## src/rtl/mult_seq_pkg.sv

```systemverilog
// Shared CPU package for the multiply sequencer.
// Contents: ALU opcode constants, flag bit indices, the sequencer state
// enumeration and the start-legality check used when a request is accepted.
package mult_seq_pkg;

  localparam logic [7:0] OP_ADD_DEFAULT = 8'b0000_0101;
  localparam logic [7:0] OP_SUB_DEFAULT = 8'b0000_1001;

  localparam int unsigned FLAG_C = 0;
  localparam int unsigned FLAG_V = 1;
  localparam int unsigned FLAG_N = 2;
  localparam int unsigned FLAG_Z = 3;
  localparam int unsigned FLAG_S = 4;

  localparam logic [3:0] SCRATCH_DEFAULT = 4'd15;

  typedef enum logic [2:0] {
    S_IDLE,
    S_CLR,
    S_LDCNT,
    S_CHK0,
    S_ADD,
    S_DEC,
    S_CHK,
    S_DONE
  } state_t;

  // The destination must not alias either source or the loop counter, and
  // the multiplicand must not be the loop counter (it is re-read every pass).
  // src_b may be the counter: it is only read once, before counting starts.
  function automatic logic idx_illegal(input logic [3:0] src_a,
                                       input logic [3:0] src_b,
                                       input logic [3:0] dst,
                                       input logic [3:0] scratch);
    return (dst == src_a) || (dst == src_b) || (dst == scratch) ||
           (src_a == scratch);
  endfunction

endpackage

```

## src/rtl/mult_seq_ctrl_dec.sv

```systemverilog
// reg_onehot_dec: register write-enable decoder.
// Ports:
//   i_idx    [3:0]  register index
//   i_en            write request
//   o_onehot [15:0] one-hot enable for i_idx when i_en, otherwise all zero
module reg_onehot_dec (
  input  logic [3:0]  i_idx,
  input  logic        i_en,
  output logic [15:0] o_onehot
);

  always_comb begin
    o_onehot = '0;
    if (i_en) o_onehot[i_idx] = 1'b1;
  end

endmodule

```

## src/rtl/mult_seq_ctrl.sv

```systemverilog
// mult_seq_ctrl: shift-free multiply sequencer. Drives an external
// register-file/ALU datapath to compute dst <= src_a * src_b (mod 2^16) by
// repeated addition, using register SCRATCH as a down-counter.
//
// state  | meaning
// -------+------------------------------------------------
// IDLE   | waiting for start; indices checked here
// CLR    | dst <= src_a - src_a (clears dst)
// LDCNT  | SCRATCH <= src_b + 0, sets Z if multiplier is zero
// CHK0   | Z set -> DONE, else first ADD
// ADD    | dst <= dst + src_a
// DEC    | SCRATCH <= SCRATCH - 1, updates Z
// CHK    | Z set -> DONE, else ADD again
// DONE   | one-cycle completion pulse
//
// Ports:
//   i_clk, i_reset                 clock, async active-high reset
//   i_start, i_abort               request / cancel
//   i_src_a, i_src_b, i_dst [3:0]  register indices (latched on accept)
//   i_flags [4:0]                  datapath flag register
//   o_alu_op [7:0]                 ALU opcode
//   o_muxes [7:0]                  {A select, B select}
//   o_regs_en [15:0]               one-hot register write enable
//   o_imm [15:0], o_imm_sel        immediate operand and its B-mux select
//   o_flags_en                     flag register write enable
//   o_busy, o_done, o_err          status
module mult_seq_ctrl
  import mult_seq_pkg::*;
#(
  parameter logic [7:0]  OP_ADD  = OP_ADD_DEFAULT,
  parameter logic [7:0]  OP_SUB  = OP_SUB_DEFAULT,
  parameter int unsigned Z_BIT   = FLAG_Z,
  parameter logic [3:0]  SCRATCH = SCRATCH_DEFAULT
) (
  input  logic        i_clk,
  input  logic        i_reset,
  input  logic        i_start,
  input  logic        i_abort,
  input  logic [3:0]  i_src_a,
  input  logic [3:0]  i_src_b,
  input  logic [3:0]  i_dst,
  input  logic [4:0]  i_flags,
  output logic [7:0]  o_alu_op,
  output logic [7:0]  o_muxes,
  output logic [15:0] o_regs_en,
  output logic [15:0] o_imm,
  output logic        o_imm_sel,
  output logic        o_flags_en,
  output logic        o_busy,
  output logic        o_done,
  output logic        o_err
);

  state_t     r_state;
  state_t     w_next;
  logic [3:0] r_src_a;
  logic [3:0] r_src_b;
  logic [3:0] r_dst;
  logic       r_err;

  logic       w_illegal;
  logic       w_req;
  logic       w_accept;
  logic [3:0] w_a_sel;
  logic [3:0] w_b_sel;
  logic [3:0] w_wr_idx;
  logic       w_wr_en;
  logic       w_flags_en;

  assign w_illegal = idx_illegal(i_src_a, i_src_b, i_dst, SCRATCH);
  // abort outranks start in IDLE
  assign w_req     = (r_state == S_IDLE) && i_start && !i_abort;
  assign w_accept  = w_req && !w_illegal;

  always_ff @(posedge i_clk or posedge i_reset) begin
    if (i_reset) begin
      r_state <= S_IDLE;
      r_src_a <= '0;
      r_src_b <= '0;
      r_dst   <= '0;
      r_err   <= 1'b0;
    end else begin
      r_state <= w_next;
      r_err   <= w_req && w_illegal;
      if (w_accept) begin
        r_src_a <= i_src_a;
        r_src_b <= i_src_b;
        r_dst   <= i_dst;
      end
    end
  end

  always_comb begin
    w_next = r_state;
    case (r_state)
      S_IDLE:       if (w_accept) w_next = S_CLR;
      S_CLR:        w_next = S_LDCNT;
      S_LDCNT:      w_next = S_CHK0;
      S_CHK0, S_CHK: w_next = i_flags[Z_BIT] ? S_DONE : S_ADD;
      S_ADD:        w_next = S_DEC;
      S_DEC:        w_next = S_CHK;
      S_DONE:       w_next = S_IDLE;
      default:      w_next = S_IDLE;
    endcase
    if (i_abort) w_next = S_IDLE;
  end

  always_comb begin
    o_alu_op   = OP_ADD;
    w_a_sel    = '0;
    w_b_sel    = '0;
    o_imm      = '0;
    o_imm_sel  = 1'b0;
    w_wr_idx   = r_dst;
    w_wr_en    = 1'b0;
    w_flags_en = 1'b0;
    case (r_state)
      S_CLR: begin
        o_alu_op   = OP_SUB;
        w_a_sel    = r_src_a;
        w_b_sel    = r_src_a;
        w_wr_en    = 1'b1;
        w_flags_en = 1'b1;
      end
      S_LDCNT: begin
        w_a_sel    = r_src_b;
        o_imm_sel  = 1'b1;
        w_wr_idx   = SCRATCH;
        w_wr_en    = 1'b1;
        w_flags_en = 1'b1;
      end
      S_ADD: begin
        w_a_sel    = r_dst;
        w_b_sel    = r_src_a;
        w_wr_en    = 1'b1;
      end
      S_DEC: begin
        o_alu_op   = OP_SUB;
        w_a_sel    = SCRATCH;
        o_imm_sel  = 1'b1;
        o_imm      = 16'd1;
        w_wr_idx   = SCRATCH;
        w_wr_en    = 1'b1;
        w_flags_en = 1'b1;
      end
      default: ;
    endcase
  end

  // An abort must stop datapath writes in the very cycle it is raised.
  reg_onehot_dec u_dec (
    .i_idx    (w_wr_idx),
    .i_en     (w_wr_en && !i_abort),
    .o_onehot (o_regs_en)
  );

  assign o_muxes    = {w_a_sel, w_b_sel};
  assign o_flags_en = w_flags_en && !i_abort;
  assign o_busy     = (r_state != S_IDLE);
  assign o_done     = (r_state == S_DONE) && !i_abort;
  assign o_err      = r_err;

endmodule

```

## config.mk

```make
export PLATFORM = sky130hd
export DESIGN_NAME = mult_seq_ctrl
export DESIGN_NICKNAME = d
export VERILOG_FILES = /design/src/rtl/mult_seq_pkg.sv /design/src/rtl/mult_seq_ctrl_dec.sv /design/src/rtl/mult_seq_ctrl.sv
export SDC_FILE = /design/constraint.sdc
export NUM_CORES = 1
export LEC_CHECK = 0
export BUFFER_PORTS_ARGS = -buffer_cell sky130_fd_sc_hd__buf_2
export CORE_ASPECT_RATIO = 0.7
export CORE_MARGIN = 5
export CORE_UTILIZATION = 40
export CTS_BUF_LIST = sky130_fd_sc_hd__clkbuf_8 sky130_fd_sc_hd__clkbuf_16
export CTS_CLUSTER_DIAMETER = 40
export DETAILED_ROUTE_END_ITERATION = 16
export GPL_TIMING_DRIVEN = 0
export PLACE_DENSITY = 0.83
export SLEW_MARGIN = 20
export SYNTH_ARGS = -nofsm -noshare
export SYNTH_HDL_FRONTEND = slang
export SYNTH_SLANG_ARGS = --single-unit
```

## constraint.sdc

```tcl
create_clock -name i_clk -period 2 [get_ports i_clk]
set_input_delay 0.6 -clock i_clk [delete_from_list [all_inputs] [get_ports i_clk]]
set_output_delay 0.6 -clock i_clk [all_outputs]
set_load 0.01 [all_outputs]
```

# --- After elaboration in Yosys (flattened, before gate mapping) ---
# Cells that the tools add are included.
classes:
  magnitude_cmp: 2
  eq_ne: 12
  mux: 15
  reduce_logical: 21
op_table:
  columns: ["operator", "count"]
  rows:
  - ["$pmux 3 s7", 1]
  - ["$mux 16", 1]
  - ["$pmux 4 s4", 1]
  - ["$eq 3x3->1 const B", 4]
  - ["$mux 4", 3]
  - ["$eq 4x4->1", 2]
  - ["$eq 4x4->1 const B", 2]
  - ["$logic_and 1x1->1", 8]
  - ["$reduce_or 2->1", 4]
  - ["$eq 3x2->1 const B", 2]
  - ["$mux 3", 2]
  - ["$lt 4x5->1 const B", 1]
  - ["$mux 1", 5]
  - ["$demux 1 s4", 1]
  - ["$ge 4x1->1 const B", 1]
  - ["$reduce_or 4->1", 1]
  - ["$eq 3x1->1 const B", 1]
  - ["$logic_not 3->1", 1]
  - ["$logic_or 1x1->1", 3]
  - ["$ne 3x3->1 const B", 1]
  - ["$reduce_bool 3->1", 1]
  - ["$reduce_or 3->1", 1]
  - ["$logic_not 1->1", 2]
  - ["$mux 2", 1]
totals:
  ff_bits: 16
  input_bits: 21
  out_inout_bits: 53
  wordCells: 55

# --- Longest topological paths before layout ---
# Gate-level depths: netlist of run 1.
depth:
  word_depth: 9
  ltp_mapped: 6
  depth_no_buf: 5

# --- By module ---
# A second synthesis of run 1 with hierarchy kept.
hier_totals:
  cells_unflattened: 151
  area_unflattened_um2: 1332.5
by_module_without_submodules:
  columns: ["mod", "instances", "cells_per_inst", "area_each_um2", "seq_area_each_um2"]
  rows:
  - ["mult_seq_ctrl", 1, 128, 1214.9, 400.4]
  - ["reg_onehot_dec", 1, 23, 117.6, 0.0]

# --- Worst setup path before layout of run 1 ---
# Ideal clock, no wire load.
synth_path:
  path_kind: "reg2out"
  startpoint: "register r_state[2]"
  endpoint: "output port o_regs_en[3]"
  t_arrival_ns: 1.612
  required_ns: 1.400
  path_slack_ns: -0.212
  path_stages_with_launch: 6
  path_buffers: 1
  path_cell_list: "dfrtp_1 buf_6 nor3b_1 a21oi_1 a21o_1 nor4_1"
synth_via:
  elab_chain_len: 8
  elab_cells_between_ends: 15
  cone_classes: "order compare (2); eq/ne (4); mux (5); reduce/logical (4)"
synth_lines:
  columns: ["item", "line_no", "text"]
  rows:
  - ["start: declaration", "mult_seq_ctrl.sv:54", "state_t r_state;"]
  - ["start signal: assignment", "mult_seq_ctrl.sv:83", "r_state <= w_next;"]
  - ["$eq 3x3->1 / $eq 3x2->1 (equally long branches)", "mult_seq_ctrl.sv:117", "case (r_state)"]
  - ["$reduce_or 2->1 (no line)", null, null]
  - ["$mux 4", "mult_seq_ctrl.sv:117", null]
  - ["$lt 4x5->1 (not written as such) / $ge 4x1->1 (equally long branches)", "mult_seq_ctrl_dec.sv:14", "if (i_en) o_onehot[i_idx] = 1'b1;"]
  - ["$logic_and 1x1->1 (not written as such)", "mult_seq_ctrl_dec.sv:14", null]
  - ["$mux 1 (not written as such)", "mult_seq_ctrl_dec.sv:14", null]
  - ["$demux 1 s4", null, null]
  - ["$mux 16 *", "mult_seq_ctrl_dec.sv:14", null]
  - ["end: declaration", "mult_seq_ctrl.sv:45", "output logic [15:0] o_regs_en,"]
# Mark *: on every way between the ends. The rest lies on a longest branch, timed or not.

# --- Worst setup path in the final report of run 1 ---
layout_path:
  startpoint: "register r_state[0]"
  endpoint: "output port o_regs_en[3]"
# The elaborated chain is that of the path after synthesis.

==> reports/qor.yml, run 1 <==
run_status:
  status: "complete, but fails checks"
  failed_checks: "negative setup slack"
placement:
  dpl_worst_slack_ns: -0.303
  gp_congestion: 0.911
  dp_cells: 253
  dpl_cell_area_mm2: 0.00172
  post-dp-hpwl_um: 2680
  numPortBuffers: 47
cells_and_area:
  diodes: 0
  nets: 255
  utilization: 0.656
  final_cells: 270
  area_delta_synth_final_pct: 57.8
  layout-drive-gt1-share: 0.569
  stdcell_area_mm2: 0.00207
grt:
  use_met1: 0.215
  antenna_found_initial: 0
  grt_util_met2: 0.273
  grt-busiest-layer: "met2"
  grt_overflow: 0
  grt_pass1_wl_um: 5890
  grt_pass1_vias: 1206
  track_usage: 0.162
  grtUsageMet3: 0.0435
  grt_max_degree: 17
timing:
  finalSetupTns_ns: -7.79
  rsz0062_at_grt: "true"
  max-slew-margin-rel: 0.576
  fin_crit_sh: 1.15
  hold_viol_final: 0
  setup_viol: 40
  worst_hold_slack_ns: 0.413
  fin_skew_ns: 0.00423
  fmax_mhz: 436
  min_period_ns: 2.30
  tightest_slew_ns: 0.630
  final_max_slew_viol_count: 0
  setup_ws_ns: -0.295
worst_setup_path:
  worst-path-max-fanout: 10
  crit_type: "reg -> out"
  ff2ff_path_depth: 6
  cp-end-kind: "primary output"
  cp.required_ns: 1.40
  cp.arrival_ns: 1.70
  startpoint_type: "register"
routing:
  vias: 1254
  drt_iter0_markers: 25
  routedWlPerCell_um: 13.4
  vias_per_cell: 4.64
  totalWireLength_um: 3610
  dr.pass1.iters: 4
  antenna_left: 0
  post-route-drc-count: 0
power_and_ir_drop:
  p_per_area_mw_per_mm2: 1080
  peakVddDrop_uv: 521
  power.total_mw: 2.24
  total_leakage_power_nw: 1.06
synthesis:
  synthFlopType: "dfrtp_1"
  netlist_area_mm2: 0.00131
  ys_warn_count: 0
  synth_top_area_cell: "dfrtp_1"
  synth_top_area_share: 0.306
  synth.distinct_cells: 30
  ys_ff_latch: 16
  yosysMostFrequentCell: "buf_4"
  synth_edf_count: 0
  yosys-top-cells-count: "21 x buf_4, 18 x nor2_1, 16 x dfrtp_1, 10 x a21oi_1, 10 x nand2_1"
  seq_area_frac_synth: 0.306
  syn_area_per_cell_um2: 8.78
  synth_area_leaders: "dfrtp_1 31%, buf_4 12%, mux2_4 10%"
  async_reset_ff_frac: 1.00
  syn_inst: 149
clock_network:
  clk_path_buf_depth: 2
  cts_buffers: 3
  clock_latency_ns: 0.25
  cts.sinks: 16
  ctsHoldBuffers: 0
  htreeDepth: 1
  cts_tree: "built"
  clockRootBuffer: "clkbuf_8"
  clk_pin_slew_ns: 0.06
die:
  die_width_um: 78.4
  die_area_mm2: 0.00453
  core-area_mm2: 0.00315
  initial_core_util: 0.416
  pin_count: 74
  die_h_um: 57.9
  num_rows: 17
worst_hold_path:
  hold_path_class: "in -> async"
flow_run:
  cap_violations: 0
-- layout by cell type (no fill, tap or decap), types with 2 or more instances in the layout --
cell type / instances
nand2_1: 9
nor2_4: 2
a21oi_2: 2
buf_2: 43
xor2_1: 8
nor4_4: 3
nor2_1: 12
nor4_1: 3
a21oi_4: 2
inv_1: 5
nor4_2: 2
nand3b_1: 2
clkbuf_8: 4
buf_6: 10
a21o_1: 5
nor3_1: 3
conb_1: 21
dfrtp_1: 14
nor2_2: 4
nand4_1: 2
o21ai_4: 2
buf_4: 33
dfrtp_2: 2
a21oi_1: 6
and2_1: 4
mux2_4: 12
-- final cells by class --
cell class                 instances  area, um^2
timing repair buffer              63         395
clock buffer                       3        41.3
inverter                           6        25.0
fill                             261        1080
multi-input combinational        117         932
sequential                        16         403
tap                               38        47.5
buffer                            27         221
-- flip-flops by register name, summed over array words and instances, names as in the netlist --
| signal | cells |
|---|---|
| r_dst | 4 |
| r_src_a | 4 |
| r_src_b | 4 |
| r_state | 3 |
| o_err | 1 |
-- worst max-delay path: stages, from the launching register on --
cell and delay, ns:
dfrtp_2 0.44, clkbuf_4 0.26, o2111ai_1 0.16, a21o_1 0.25
nor4_1 0.16, buf_2 0.18
-- report_power, final --
group	internal, mW	switching, mW	leakage (nW)
sequential	0.468	0.243	0.193
combinational	0.705	0.587	0.843
clock	0.133	0.103	0.0216
-- path summary, 6_finish.rpt --
path / slack, ns / end / startpoint
worst max-delay path: -0.30 / o_regs_en[3] / r_state[0]
worst min-delay path: 0.41 / r_dst[1] / i_reset
worst max register to register: -0.29 / r_src_a[0] / r_state[2]
worst min register to register: 0.51 / r_src_b[2] / r_src_b[2]
max in group asynchronous: 1.16 / r_state[1] / i_reset
min in group i_clk: 0.51 / r_src_b[2] / r_src_b[2]
-- metal layers --
| layer | part of all wire | vias to the layer above |
|---|---|---|
| li1 | - | 629 |
| met5 | 0 | - |
| met3 | 0.075 | 4 |
| met2 | 0.48 | 48 |
| met1 | 0.44 | 573 |
| met4 | 0.0033 | 0 |
-- cell families after synthesis --
family / count (synthesis) / synth area share
multiplexers: 12 / 0.129
XOR/XNOR: 10 / 0.0669
flip-flops: 16 / 0.306
AND/OR/NAND/NOR: 53 / 0.223
buffers and inverters: 35 / 0.172
AO/OA/AOI/OAI: 21 / 0.0975
other: 2 / 0.00574
-- timing repair --
item                                   4_1_cts  5_1_grt
pin swaps                                   10        9
setup buffers                               12        3
cloned                                       1        0
setup endpoints to repair                   40       41
resized for setup                           31       21
endpoints found under the hold margin        0        0
No activity file was read; power rests on OpenSTA's default activity.
==> run 2: changes to the inputs <==
--- a/config.mk
+++ b/config.mk
@@ -7,7 +7,6 @@
 export LEC_CHECK = 0
 export BUFFER_PORTS_ARGS = -buffer_cell sky130_fd_sc_hd__buf_2
 export CORE_ASPECT_RATIO = 0.7
-export CORE_MARGIN = 5
 export CORE_UTILIZATION = 40
 export CTS_BUF_LIST = sky130_fd_sc_hd__clkbuf_8 sky130_fd_sc_hd__clkbuf_16
 export CTS_CLUSTER_DIAMETER = 40
==> run 2 against run 1 <==
Effect of this change:
- the flow still finishes with violations (negative setup slack)
- core utilization increased by 2.5 points
- sequential power grew 2%
- register-to-register slack about the same
- clock skew increased by 0.0037 ns
- wire length is 5.6% higher
- non-clock buffer count is 6 lower
- count of clock-buffer cells in the layout rose by 1
- sequential share of layout area grew 0.71 points
- flip-flop and latch count unchanged
- power rose by 1.5%
- highest routed layer unchanged
==> reports/qor.yml, run 2 (same netlist as run 1, synthesis figures left out) <==
run_status:
  status: "complete, but fails checks"
  failed_checks: "negative setup slack"
timing:
  min_period_ns: 2.31
  fin_skew_ns: 0.00791
  fin_crit_sh: 1.16
  setup_ws_ns: -0.310
  finalSetupTns_ns: -7.65
  final_max_slew_viol_count: 0
  tightest_slew_ns: 0.676
  rsz0062_at_grt: "true"
  max-slew-margin-rel: 0.545
  fmax_mhz: 433
  setup_viol: 39
  hold_viol_final: 0
die:
  num_rows: 16
  die_width_um: 70.4
  die_area_mm2: 0.00351
  pin_count: 74
  die_h_um: 49.9
  initial_core_util: 0.445
  core-area_mm2: 0.00294
placement:
  dpl_cell_area_mm2: 0.00171
  gp_congestion: 0.835
  dpl_worst_slack_ns: -0.302
  post-dp-hpwl_um: 2520
  numPortBuffers: 47
routing:
  dr.pass1.iters: 4
  vias_per_cell: 5.00
  antenna_left: 0
  vias: 1315
  drt_iter0_markers: 87
  post-route-drc-count: 0
  routedWlPerCell_um: 14.5
  totalWireLength_um: 3810
clock_network:
  cts_tree: "built"
  ctsHoldBuffers: 0
  cts_buffers: 3
  htreeDepth: 1
  clockRootBuffer: "clkbuf_8"
  clock_latency_ns: 0.26
  clk_pin_slew_ns: 0.07
  cts.sinks: 16
  clk_path_buf_depth: 2
worst_setup_path:
  crit_family: "simple AND/OR/NAND/NOR gates"
  ff2ff_path_depth: 5
  worst-path-max-fanout: 6
  reg2reg_from: "r_state[0]"
  crit_slowest_cell: "dfrtp_2"
  reg2reg_to: "r_src_a[0]"
  path_cells: "buf_6 > nor4_4 > nand2_2 > nor4_4 > buf_2"
  reg2reg_setup_slack_ns: -0.28
  startpoint_type: "register"
  max_stage_delay_ns: 0.46
  cp.arrival_ns: 1.71
  cp.required_ns: 1.40
  crit_type: "reg -> out"
  cp-end-kind: "primary output"
  crit_buf_inv: 2
  cpMostUsedCell: "nor4_4"
cells_and_area:
  nets: 249
  fillCellCount: 230
  final_cell_mix: "46 x buf_2, 29 x buf_4, 21 x conb_1, 14 x nor2_1"
  area_delta_synth_final_pct: 53.3
  layout-drive-gt1-share: 0.577
  final_common_cell: "buf_2"
  reg.largest.list: "r_dst x4, r_src_a x4, r_src_b x4"
  stdcell_area_mm2: 0.00201
  diodes: 0
power_and_ir_drop:
  p_per_area_mw_per_mm2: 1130
  peakVddDrop_uv: 601
  total_leakage_power_nw: 1.03
grt:
  track_usage: 0.237
  grt_pass1_vias: 1277
  grt_pass1_wl_um: 6400
  antenna_found_initial: 0
  grt_max_degree: 17
  grt_overflow: 0
worst_hold_path:
  hold_path_class: "in -> async"
flow_run:
  cap_violations: 0
-- run 2: per-layer routing --
metal | share of wire | track usage
met1 | 0.43 | 0.308
met2 | 0.49 | 0.387
met3 | 0.065 | 0.0613
met4 | 0.014 | 0.0733
met5 | 0 | 0
-- run 2: final cells by class --
| type | instances | area, um^2 | area share |
|---|---|---|---|
| Sequential cell | 16 | 405 | 0.202 |
| Timing Repair Buffer | 58 | 343 | 0.171 |
| Multi-Input combinational cell | 117 | 932 | 0.465 |
| Buffer | 26 | 200 | 0.0998 |
| Tap cell | 36 | 45.0 | 0.0225 |
| Clock buffer | 4 | 55.1 | 0.0274 |
| Inverter | 6 | 25.0 | 0.0125 |
-- run 2: worst max path at each step --
stage | endpoint | start | depth (start not counted) | slack [ns]
after detailed placement | o_regs_en[2] | i_abort | 5 | -0.30
final | o_regs_en[2] | r_state[1] | 5 | -0.31
after floorplan | r_dst[0] | r_state[2] | 6 | -0.12
after global placement | o_regs_en[2] | i_abort | 5 | -0.30
after CTS | o_regs_en[2] | r_state[2] | 6 | -0.25
after global routing | o_regs_en[2] | r_state[1] | 5 | -0.39
-- run 2: timing repair --
action                                  CTS  global route
pin swaps                                13            11
gates cloned                              1             0
resized for setup                        39            13
hold endpoints to repair                  0             0
setup buffers                             9             3
endpoints found under the setup margin   40            41
-- run 2: through the flow --
stage	hold slack, ns	util	cells	power [mW]
floorplan	0.459	-	168	1.33
global placement	0.474	0.582	251	1.58
detailed placement	0.493	0.582	251	1.60
CTS	0.435	0.672	263	2.18
global route	0.462	0.682	263	2.41
finish	0.405	0.682	263	2.27
-- run 2: report_power, final --
group / switching (mW) / internal [mW]
Clock: 0.120 / 0.175
Sequential: 0.252 / 0.472
Combinational: 0.578 / 0.675
Total: 0.951 / 1.32
==> run 3: changes to the inputs <==
--- a/config.mk
+++ b/config.mk
@@ -6,13 +6,15 @@
 export NUM_CORES = 1
 export LEC_CHECK = 0
 export BUFFER_PORTS_ARGS = -buffer_cell sky130_fd_sc_hd__buf_2
+export CELL_PAD_IN_SITES_DETAIL_PLACEMENT = 0
+export CELL_PAD_IN_SITES_GLOBAL_PLACEMENT = 1
 export CORE_ASPECT_RATIO = 0.7
-export CORE_UTILIZATION = 40
+export CORE_UTILIZATION = 28
 export CTS_BUF_LIST = sky130_fd_sc_hd__clkbuf_8 sky130_fd_sc_hd__clkbuf_16
 export CTS_CLUSTER_DIAMETER = 40
 export DETAILED_ROUTE_END_ITERATION = 16
 export GPL_TIMING_DRIVEN = 0
-export PLACE_DENSITY = 0.83
+export PLACE_DENSITY = 0.82
 export SLEW_MARGIN = 20
 export SYNTH_ARGS = -nofsm -noshare
 export SYNTH_HDL_FRONTEND = slang
==> run 3 against run 2 <==
Effect of this change:
- the run still ends with negative setup slack left
- flip-flop and latch count stayed put
- clock skew is 0.0068 ns lower
- worst setup slack better by 0.050 ns
- die area is 41% higher
- final area is 6.3% higher
- critical path depth is 1 higher
- combinational power is 13% higher
- largest cell class unchanged
- largest power group unchanged
==> reports/qor.yml, run 3 (same netlist as run 1, synthesis figures left out) <==
cells_and_area:
  nets: 254
  layout-drive-gt1-share: 0.595
  area_delta_synth_final_pct: 62.9
  fillCellCount: 443
  utilization: 0.484
  final_common_cell: "buf_2"
  final_cell_mix: "44 x buf_2, 29 x buf_4, 21 x conb_1, 14 x dfrtp_1, 12 x mux2_4"
  diodes: 0
  reg.largest.list: "r_dst x4, r_src_a x4, r_src_b x4"
grt:
  grt_pass1_vias: 1129
  grt-busiest-layer: "met2"
  grt_overflow: 0
  grt_util_met2: 0.244
  track_usage: 0.147
  use_met1: 0.201
  antenna_found_initial: 0
  grt_max_degree: 17
  grtUsageMet3: 0.0418
  grt_pass1_wl_um: 5680
worst_setup_path:
  crit_type: "reg -> out"
  crit_slowest_cell: "dfrtp_2"
  startpoint_type: "register"
  max_stage_delay_ns: 0.48
  path_cells: "buf_4 > o2111ai_1 > a21o_1 > buf_6 > nor2_2 > buf_2"
  crit_buf_inv: 3
  crit_family: "buffers and inverters"
  cp.required_ns: 1.40
  worst-path-max-fanout: 10
  cp.arrival_ns: 1.66
  cp-end-kind: "primary output"
clock_network:
  cts_buffers: 3
  htreeDepth: 1
  cts_tree: "built"
  clock_latency_ns: 0.25
  clockRootBuffer: "clkbuf_8"
  clk_pin_slew_ns: 0.07
  clk_path_buf_depth: 2
  cts.sinks: 16
timing:
  fin_crit_sh: 1.13
  final_max_slew_viol_count: 0
  fmax_mhz: 442
  min_period_ns: 2.26
  setup_viol: 39
  finalSetupTns_ns: -7.49
  tightest_slew_ns: 0.656
  setup_ws_ns: -0.260
  hold_viol_final: 0
  max-slew-margin-rel: 0.558
  fin_skew_ns: 0.00109
  rsz0062_at_grt: "true"
die:
  core-area_mm2: 0.00440
  num_rows: 20
  die_width_um: 83.7
  pin_count: 74
  die_h_um: 59.2
  die_area_mm2: 0.00496
  initial_core_util: 0.297
power_and_ir_drop:
  p_per_area_mw_per_mm2: 1120
  total_leakage_power_nw: 1.07
  peakVddDrop_uv: 462
  power.total_mw: 2.39
placement:
  numPortBuffers: 47
  post-dp-hpwl_um: 2630
  gp_congestion: 0.744
run_status:
  status: "complete, but fails checks"
  failed_checks: "negative setup slack"
routing:
  post-route-drc-count: 0
  totalWireLength_um: 3710
  routedWlPerCell_um: 12.9
  drt_iter0_markers: 85
  vias: 1252
  dr.pass1.iters: 4
  vias_per_cell: 4.36
  antenna_left: 0
flow_run:
  cap_violations: 0
worst_hold_path:
  hold_path_class: "in -> async"
[run 3: changes by cell type in the layout (fill, tap and decap cells not counted), moves of 2 or more]
| cell | change |
|---|---|
| buf_6 | +3 |
| buf_8 | +3 |
| nor2_1 | -3 |
| nor2_2 | +3 |
| buf_2 | -2 |
| dfrtp_1 | +2 |
| dfrtp_2 | -2 |
| nand2_1 | -2 |
| nand2_2 | +2 |
[run 3: path summary, 6_finish.rpt]
| check | start | endpoint | slack (ns) | cells after the start |
|---|---|---|---|---|
| min reg2reg | r_src_b[0] | r_src_b[0] | 0.52 | 1 |
| max reg2reg | r_state[0] | r_src_a[0] | -0.21 | 5 |
| max | r_state[0] | o_regs_en[11] | -0.26 | 6 |
| min | i_reset | r_state[2] | 0.43 | 2 |
| max in group asynchronous | i_reset | r_state[1] | 1.13 | 2 |
| min in group i_clk | r_src_b[0] | r_src_b[0] | 0.52 | 1 |
[run 3: what timing repair did]
item,CTS,global route
resized for setup,31,32
hold buffers,0,0
cloned,2,0
pin swaps,12,12
endpoints found under the setup margin,41,41
buffers inserted,8,4
[run 3: where the power goes]
part	switching [mW]	internal (mW)	total, mW
logic	0.639	0.768	1.41
registers	0.225	0.468	0.693
clock network	0.116	0.175	0.291
total	0.980	1.41	2.39
[run 3: final cells by class]
type                       instances  area (um^2)  area share
buffer                            28          228       0.107
clock buffer                       4         55.1      0.0258
inverter                           6         25.0      0.0117
multi-input combinational        117          963       0.452
sequential                        16          403       0.189
tap                               55         68.8      0.0323
timing repair buffer              61          389       0.183
[run 3: metrics by stage]
step	std cells	instance area (um^2)	worst slack, ns	hold WS, ns
finish	287	2130	-0.260	0.426
global placement	270	1740	-0.353	0.488
detailed placement	270	1740	-0.316	0.506
global route	287	2130	-0.339	0.492
CTS	283	1970	-0.260	0.446
floorplan	168	1430	-0.118	0.459
[run 3: metal layers]
metal | up-vias | wire (um) | part of all wire
li1 | 624 | - | -
met1 | 601 | 1780 | 0.48
met2 | 25 | 1770 | 0.48
met3 | 2 | 146 | 0.039
met4 | 0 | 7 | 0.0019
met5 | - | 0 | 0
